--- config.mk ---
export PLATFORM = sky130hd
export DESIGN_NAME = uart_tx_arb
export DESIGN_NICKNAME = d
export VERILOG_FILES = /design/src/rtl/uart_tx_arb.sv
export SDC_FILE = /design/constraint.sdc
export NUM_CORES = 1
export LEC_CHECK = 0
export BUFFER_PORTS_ARGS = -buffer_cell sky130_fd_sc_hd__buf_2
export CAP_MARGIN = 20
export CORE_MARGIN = 2
export CORE_UTILIZATION = 52
export DETAILED_ROUTE_END_ITERATION = 7
export HOLD_SLACK_MARGIN = 0.05
export PLACE_DENSITY_LB_ADDON = 0.15
export RECOVER_POWER = 50
export SETUP_SLACK_MARGIN = 0.5
export SYNTH_ARGS = -nofsm -noshare
export SYNTH_HDL_FRONTEND = slang
export SYNTH_SLANG_ARGS = --single-unit
--- constraint.sdc ---
create_clock -name clk -period 6.5 [get_ports clk]
set_input_delay 0.65 -clock clk [delete_from_list [all_inputs] [get_ports clk]]
set_output_delay 0.65 -clock clk [all_outputs]
set_load 0.02 [all_outputs]
--- src/rtl/uart_tx_arb.sv ---
// uart_tx_arb: round-robin arbiter that funnels NREQ byte-stream requesters
// into a single UART transmitter. A grant locks onto one channel until the
// message ends (req_last) or cfg_maxlen bytes have been sent. An optional
// cfg_gap idle period follows each release.
//
// Ports:
//   clk, rst_n          clock, synchronous active-low reset
//   cfg_chen[NREQ]      per-channel enable (checked only at arbitration)
//   cfg_maxlen[8]       bytes per grant before forced release, 0 = unlimited
//   cfg_gap[8]          idle clocks after each release, 0 = none
//   req_valid/last[NREQ], req_data[NREQ*DW], req_ready[NREQ]  requester side
//   tx_valid, tx_data[DW], tx_ready                           transmitter side
//   grant_id            current or last granted channel
//   busy                high in XFER or GAP
module uart_tx_arb #(
  parameter int unsigned NREQ = 4,
  parameter int unsigned DW   = 8,
  localparam int unsigned IW  = $clog2(NREQ)
) (
  input  logic                 clk,
  input  logic                 rst_n,
  input  logic [NREQ-1:0]      cfg_chen,
  input  logic [7:0]           cfg_maxlen,
  input  logic [7:0]           cfg_gap,
  input  logic [NREQ-1:0]      req_valid,
  input  logic [NREQ*DW-1:0]   req_data,
  input  logic [NREQ-1:0]      req_last,
  output logic [NREQ-1:0]      req_ready,
  output logic                 tx_valid,
  output logic [DW-1:0]        tx_data,
  input  logic                 tx_ready,
  output logic [IW-1:0]        grant_id,
  output logic                 busy
);

  typedef enum logic [1:0] {IDLE, XFER, GAP} state_t;

  state_t          r_state;
  logic [IW-1:0]   r_grant;
  logic [IW-1:0]   r_last;
  logic [7:0]      r_beat;
  logic [7:0]      r_gap;

  logic [NREQ-1:0] w_elig;
  logic            w_found;
  logic [IW-1:0]   w_pick;
  logic            w_beat;
  logic [7:0]      w_beat_nxt;
  logic            w_release;

  assign w_elig = req_valid & cfg_chen;

  // Search starts one past the last grant; IW-bit addition wraps mod NREQ
  // because NREQ is a power of two. i runs to NREQ so the last granted
  // channel itself is considered last.
  always_comb begin
    logic [IW-1:0] v_idx;
    v_idx   = '0;
    w_found = 1'b0;
    w_pick  = '0;
    for (int unsigned i = 1; i <= NREQ; i++) begin
      v_idx = r_last + IW'(i);
      if (!w_found && w_elig[v_idx]) begin
        w_found = 1'b1;
        w_pick  = v_idx;
      end
    end
  end

  always_comb begin
    tx_valid  = 1'b0;
    tx_data   = '0;
    req_ready = '0;
    if (r_state == XFER) begin
      tx_valid           = req_valid[r_grant];
      tx_data            = req_data[32'(r_grant)*DW +: DW];
      req_ready[r_grant] = tx_ready;
    end
  end

  assign w_beat     = (r_state == XFER) && tx_valid && tx_ready;
  assign w_beat_nxt = (r_beat == 8'hFF) ? 8'hFF : r_beat + 8'd1;
  assign w_release  = req_last[r_grant] ||
                      ((cfg_maxlen != 8'd0) && (w_beat_nxt == cfg_maxlen));

  always_ff @(posedge clk) begin
    if (!rst_n) begin
      r_state <= IDLE;
      r_grant <= '0;
      r_last  <= IW'(NREQ - 1);
      r_beat  <= '0;
      r_gap   <= '0;
    end else begin
      case (r_state)
        IDLE: begin
          if (w_found) begin
            r_grant <= w_pick;
            r_last  <= w_pick;
            r_beat  <= '0;
            r_state <= XFER;
          end
        end
        XFER: begin
          if (w_beat) begin
            r_beat <= w_beat_nxt;
            if (w_release) begin
              if (cfg_gap != 8'd0) begin
                r_gap   <= cfg_gap;
                r_state <= GAP;
              end else begin
                r_state <= IDLE;
              end
            end
          end
        end
        GAP: begin
          r_gap <= r_gap - 8'd1;
          // <= 1 also recovers from an (unreachable) zero count
          if (r_gap <= 8'd1) r_state <= IDLE;
        end
        default: r_state <= IDLE;
      endcase
    end
  end

  assign grant_id = r_grant;
  assign busy     = (r_state != IDLE);

endmodule

==> flow_summary_export.csv, run 1 <==
group,metric,value,unit
yosys,async_flop_share,0,%
yosys,syn_avg_cell_area,8.41,um2
yosys,syn_nets,289,
setup_path,required,6700,ps
place,dp_hpwl,3.85,mm
setup_path,crit_end,"r_gap[6]",
place,io_buffers,78,
yosys,yosysMostFrequentCell,"dfxtp_1",
timing,finClkSkew,2.58,ps
timing,rsz0062_at_grt,"false",
final_layout,num-fill-cells,305,
global_route,met3_usage,3.35,%
detailed_routing,ant_nets,0,
final_layout,design_area,2250,um2
final_layout,fin_util,66.3,%
yosys,synth_common_cells,"22 x dfxtp_1, 21 x nand2_1, 20 x a21oi_1",
setup_path,critPathCaptureType,"flip-flop",
clock_tree,hold_buffers,0,
floorplanning,start_util,55.3,%
pwr,power_density,144,nW/um2
clock_tree,post_cts_buffers,0,
yosys,syn_inst,223,
worst_hold_path,hp-class,"reg2reg",
global_route,grt_pass1_wl,8.09,mm
global_route,grt_max_degree,16,
floorplanning,die-height,64.1,um
setup_path,reg2reg_setup_slack,3690,ps
timing,period_needed,2810,ps
detailed_routing,wire_per_inst,14.4,um
setup_path,critPathLaunchType,"flip-flop",
setup_path,r2r_start,"r_state[0]",
detailed_routing,drt-total-wl,4.84,mm
timing,setup_tns,0,ps
timing,setup_slack,3690,ps
clock_tree,tritoncts,"built",
final_layout,fin_nets,358,
pwr,power_leakage,0.967,nW
place,routabilityCongestion,0.897,
clock_tree,cts.htree.levels,1,
final_layout,drive_gt1_share,34.1,%
pwr,max-vdd-ir-drop,0.108,mV
floorplanning,coreArea,3390,um2
outcome,status,"complete, no violations",
clock_tree,clk_pin_slew_worst_paths,110,ps
yosys,yosysTopAreaCell,"dfxtp_1",
setup_path,critical_path.max_fanout,15,
setup_path,worst-r2r-cell-count,5,
clock_tree,numCtsBuffers,3,
global_route,overflow,0,
setup_path,crit_arrival,3010,ps
final_layout,layoutNonFillerInstCount,336,
setup_path,cp_slowest_stage_delay,870,ps
yosys,synth-seq-cells,22,
yosys,synth.distinct_cells,56,
global_route,busiest_layer,"met2",
detailed_routing,dr.pass1.iters,4,
floorplanning,dieWidth,64.1,um
global_route,use_met2,39.5,%
yosys,yosysWarnings,0,
global_route,use_met1,32.3,%
detailed_routing,drcViolationCount,0,
timing,final_hold_viol_count,0,
yosys,yosysTopAreaCellShare,23.5,%
setup_path,startpoint,"r_state[0]",
timing,hold_slack,508,ps
floorplanning,io_pins,79,
detailed_routing,via_count,2002,
setup_path,timing.rr.end,"r_gap[6]",
setup_path,slowest_stage,"a211oi_1",
flow_run,drv_cap,0,
setup_path,path_class,"reg2reg",
place,dp_slack,3800,ps
final_layout,area.growth.synth_to_final,19.9,%
floorplanning,die_area,4100,um2
timing,drv_slew,0,
place,dp_cells,333,
clock_tree,clock-root-buffer,"clkbuf_4",
clock_tree,cts_resized,0,
yosys,synth_edf_count,0,
timing,setup_violations,0,
timing,finalCritPeriodShare,43.2,%
setup_path,path_cells,"nor2b_1, nand3_1, a211oi_1, nand2_2, a22o_1",
detailed_routing,drt_iter0_markers,160,
detailed_routing,vias_per_cell,5.96,
yosys,seq_area_frac_synth,23.5,%
floorplanning,row_count,21,
clock_tree,clk_path_buf_depth,2,
clock_tree,clkLatencyLatePin,300,ps
timing,max_slew_margin,31.7,%
timing,timing.fmax,356,MHz
global_route,grt_pass1_vias,1844,
yosys,ys.flop_type,"dfxtp_1",
yosys,syn_area,1880,um2
yosys,synth_area_leaders,"dfxtp_1 23%, mux4_2 12%, a21oi_1 5.3%",
clock_tree,clock_sinks,22,
pwr,power,0.323,mW
final_layout,n_antenna_cell,0,
global_route,antenna_found_initial,0,
timing,worst_pin_slew,1020,ps
place,place_area,2240,um2
global_route,grt_usage,24.0,%
-- worst min-delay path by stage --
stage / from / to / slack, ps / cells after the start
after floorplan: r_beat[1] / r_beat[1] / 460 / 2
after global placement: r_beat[1] / r_beat[1] / 480 / 2
after detailed placement: r_beat[1] / r_beat[1] / 490 / 2
after CTS: r_beat[1] / r_beat[1] / 510 / 2
after global routing: r_beat[1] / r_beat[1] / 540 / 2
final: r_beat[1] / r_beat[1] / 510 / 2
-- cell families (layout without fill, tap and decap cells) --
| group | after synthesis | count (layout) | synth area share, % |
|---|---|---|---|
| AO/OA/AOI/OAI | 68 | 68 | 26.6 |
| XOR/XNOR | 7 | 7 | 4.00 |
| adder cells (fa/ha/maj) | 5 | 5 | 3.07 |
| buffers and inverters | 21 | 88 | 5.67 |
| flip-flops | 22 | 22 | 23.5 |
| multiplexers | 11 | 11 | 12.5 |
| AND/OR/NAND/NOR | 89 | 89 | 24.6 |
-- metal layers --
metal	up-vias	share of wire, %
li1	1002	-
met1	921	43
met2	75	49
met3	4	7.1
met4	0	0.60
met5	-	0
-- registers in the layout (all words and copies together), names as in the netlist --
name	count
grant_id	2
r_beat	8
r_gap	8
r_state	2
r_last	2
-- critical path, delay by kind of cell (launching register included) --
kind	cells	cell delay (ps)
AO/OA/AOI/OAI	2	1130
AND/OR/NAND/NOR	3	1180
flip-flops	1	390
-- area by class of cell --
cell class	count	area [um2]	share of cell area, %
clock buffers	3	22.5	1.00
inverters	7	26.3	1.17
multi-input cells	180	1320	58.5
flip-flops and latches	22	440	19.6
well taps	46	57.6	2.56
repair buffers	78	385	17.1
-- power by group --
part	internal [mW]	total, mW	switching [mW]
sequential	0.140	0.151	0.0105
clock	0.0216	0.0594	0.0378
combinational	0.0524	0.113	0.0606
-- placed cells by master (no fill, tap or decap), drive strengths merged, types with 5 or more instances in the layout --
cell type and n:
and2 11, nor3 7, nor2 17, mux4 10, clkbuf 7, o21ai 7, a21oi 20, a31oi 7
dfxtp 22, nand3 10, buf 74, nand2 22, inv 7, nand4 5
(Power assumes the default switching activity.)
==> run 2, diff against run 1 <==
Settings changed: CORE_UTILIZATION 52 to 44.
Clock period 6.5 ns to 2.3 ns, I/O delays scaled along.
==> run 2 against run 1 <==
Final cell count up 9.5%. Routed wire length up 25%. Fmax up 27%. Global-route usage up 0.42 points.
==> flow_summary_export.csv, run 2 (synthesis results as in run 1) <==
group,metric,value,unit
setup_path,r2r_start,"r_beat[1]",
pwr,p_int,0.857,mW
flow_run,drv_cap,0,
timing,final_hold_viol_count,0,
setup_path,timing.rr.end,"r_gap[1]",
detailed_routing,drt_iter0_markers,274,
place,dp_slack,52.1,ps
clock_tree,tritoncts,"built",
clock_tree,clkLatencyLatePin,260,ps
global_route,grt_pass1_vias,2151,
clock_tree,clk_pin_slew_worst_paths,90,ps
place,io_buffers,78,
timing,period_needed,2220,ps
final_layout,fin_nets,385,
pwr,power_density,452,nW/um2
worst_hold_path,min_from,"cfg_gap[3]",
pwr,power_leakage,1.16,nW
detailed_routing,dr.pass1.iters,5,
setup_path,crit_arrival,2390,ps
setup_path,path_class,"reg2reg",
detailed_routing,drcViolationCount,0,
setup_path,reg2reg_setup_slack,80,ps
floorplanning,row_count,23,
timing,worst_pin_slew,554,ps
floorplanning,coreArea,4060,um2
place,routabilityCongestion,0.946,
final_layout,drive_gt1_share,48.1,%
global_route,grt_max_degree,15,
worst_hold_path,hp-class,"in2reg",
final_layout,final_cell_mix,"65 x buf_2, 20 x nand2_1, 19 x a21oi_1",
detailed_routing,via_count,2199,
pwr,p_seq_share,33.4,%
pwr,pwr-share-clk,29.8,%
timing,finalCritPeriodShare,96.3,%
clock_tree,cts.htree.levels,1,
global_route,grt_pass1_wl,9.80,mm
timing,timing.fmax,451,MHz
final_layout,design_area,2750,um2
setup_path,critPathLaunchType,"flip-flop",
clock_tree,clock-root-buffer,"clkbuf_8",
setup_path,required,2480,ps
worst_hold_path,whs_path_depth,3,
final_layout,reg_top3,"r_beat x8, r_gap x8",
final_layout,num-fill-cells,354,
floorplanning,io_pins,79,
timing,finClkSkew,2.27,ps
clock_tree,clock_sinks,22,
place,place_area,2370,um2
pwr,swShare,30.9,%
worst_hold_path,hold_end,"r_gap[3]",
floorplanning,start_util,46.2,%
timing,drv_slew,0,
timing,setup_slack,84.2,ps
setup_path,slowest_stage,"or4_4",
final_layout,n_antenna_cell,0,
global_route,antenna_found_initial,0,
outcome,status,"complete, no violations",
final_layout,area.growth.synth_to_final,46.4,%
pwr,power_switching,0.384,mW
timing,setup_tns,0,ps
setup_path,critPathCaptureType,"flip-flop",
clock_tree,clk_path_buf_depth,2,
global_route,grt_usage,24.4,%
detailed_routing,vias_per_cell,5.98,
final_layout,layout_commonest_cell,"buf_2",
floorplanning,die_area,4800,um2
detailed_routing,drt-total-wl,6.05,mm
setup_path,critical_path.max_fanout,7,
clock_tree,numCtsBuffers,3,
floorplanning,die-height,69.3,um
floorplanning,dieWidth,69.3,um
detailed_routing,ant_nets,0,
setup_path,cp_slowest_stage_delay,510,ps
timing,setup_violations,0,
setup_path,worst-r2r-cell-count,8,
final_layout,multi_input_area,1460,um2
timing,rsz0062_at_grt,"true",
detailed_routing,wire_per_inst,16.4,um
clock_tree,hold_buffers,0,
pwr,p_comb_share,36.8,%
timing,max_slew_margin,63.0,%
final_layout,regArea,455,um2
global_route,overflow,0,
pwr,max-vdd-ir-drop,0.349,mV
place,dp_hpwl,4.18,mm
setup_path,path_cells,"ha_4, nand4_1, nor2_2, or4_4, a22oi_2, a41o_4, nand2_2, a211oi_1",
[run 2: final cells by class]
class	instances	share of cell area, %
clock buffers	3	1.50
inverters	7	0.957
flip-flops and latches	22	16.6
clock inverters	1	1.09
repair buffers	104	24.2
multi-input cells	181	53.3
well taps	50	2.28
[run 2: per-layer routing]
layer	part of all wire (%)	track usage, %	vias to the layer above
li1	-	-	1051
met1	39	29.5	1060
met2	54	44.1	82
met3	6.0	4.80	6
met4	0.76	6.10	0
met5	0	0	-
[run 2: worst max-delay path: cells and delay by family, from the launching register on]
kind                     cells  cell delay, ps
flip-flops                   1             370
adder cells (fa/ha/maj)      1             180
AO/OA/AOI/OAI                3             790
AND/OR/NAND/NOR              4             780
[run 2: worst max-delay path by stage]
stage	start	endpoint	slack, ps	cells after the start
floorplan	r_beat[2]	r_gap[4]	200	9
global placement	r_beat[2]	r_gap[1]	100	7
detailed placement	r_beat[3]	r_gap[6]	50	7
CTS	r_beat[1]	r_gap[7]	120	9
global route	r_beat[0]	r_gap[0]	-30	8
finish	r_beat[1]	r_gap[1]	80	8
[run 2: timing repair]
item | in CTS | in global routing
setup buffers | 11 | 5
endpoints found under the setup margin | 24 | 26
gates cloned | 0 | 1
gates resized for setup | 41 | 14
pin swaps | 20 | 8
hold endpoints to repair | 0 | 0
[run 2: power by group through the flow]
stage / Sequential [mW] / Combinational, mW / Clock, mW
after floorplan: 0.423 / 0.238 / 0
after detailed placement: 0.433 / 0.355 / 0
final: 0.414 / 0.457 / 0.370
after global routing: 0.418 / 0.493 / 0.397
after CTS: 0.416 / 0.427 / 0.377
after global placement: 0.431 / 0.351 / 0
[run 2: stage by stage]
stage | instances | power [mW] | hold WS [ps] | util, %
final | 368 | 1.24 | 269 | 67.7
after CTS | 362 | 1.22 | 260 | 65.5
after global placement | 347 | 0.782 | 483 | 58.3
after detailed placement | 347 | 0.787 | 488 | 58.3
after floorplan | 223 | 0.660 | 416 | -
after global routing | 368 | 1.31 | 288 | 67.7
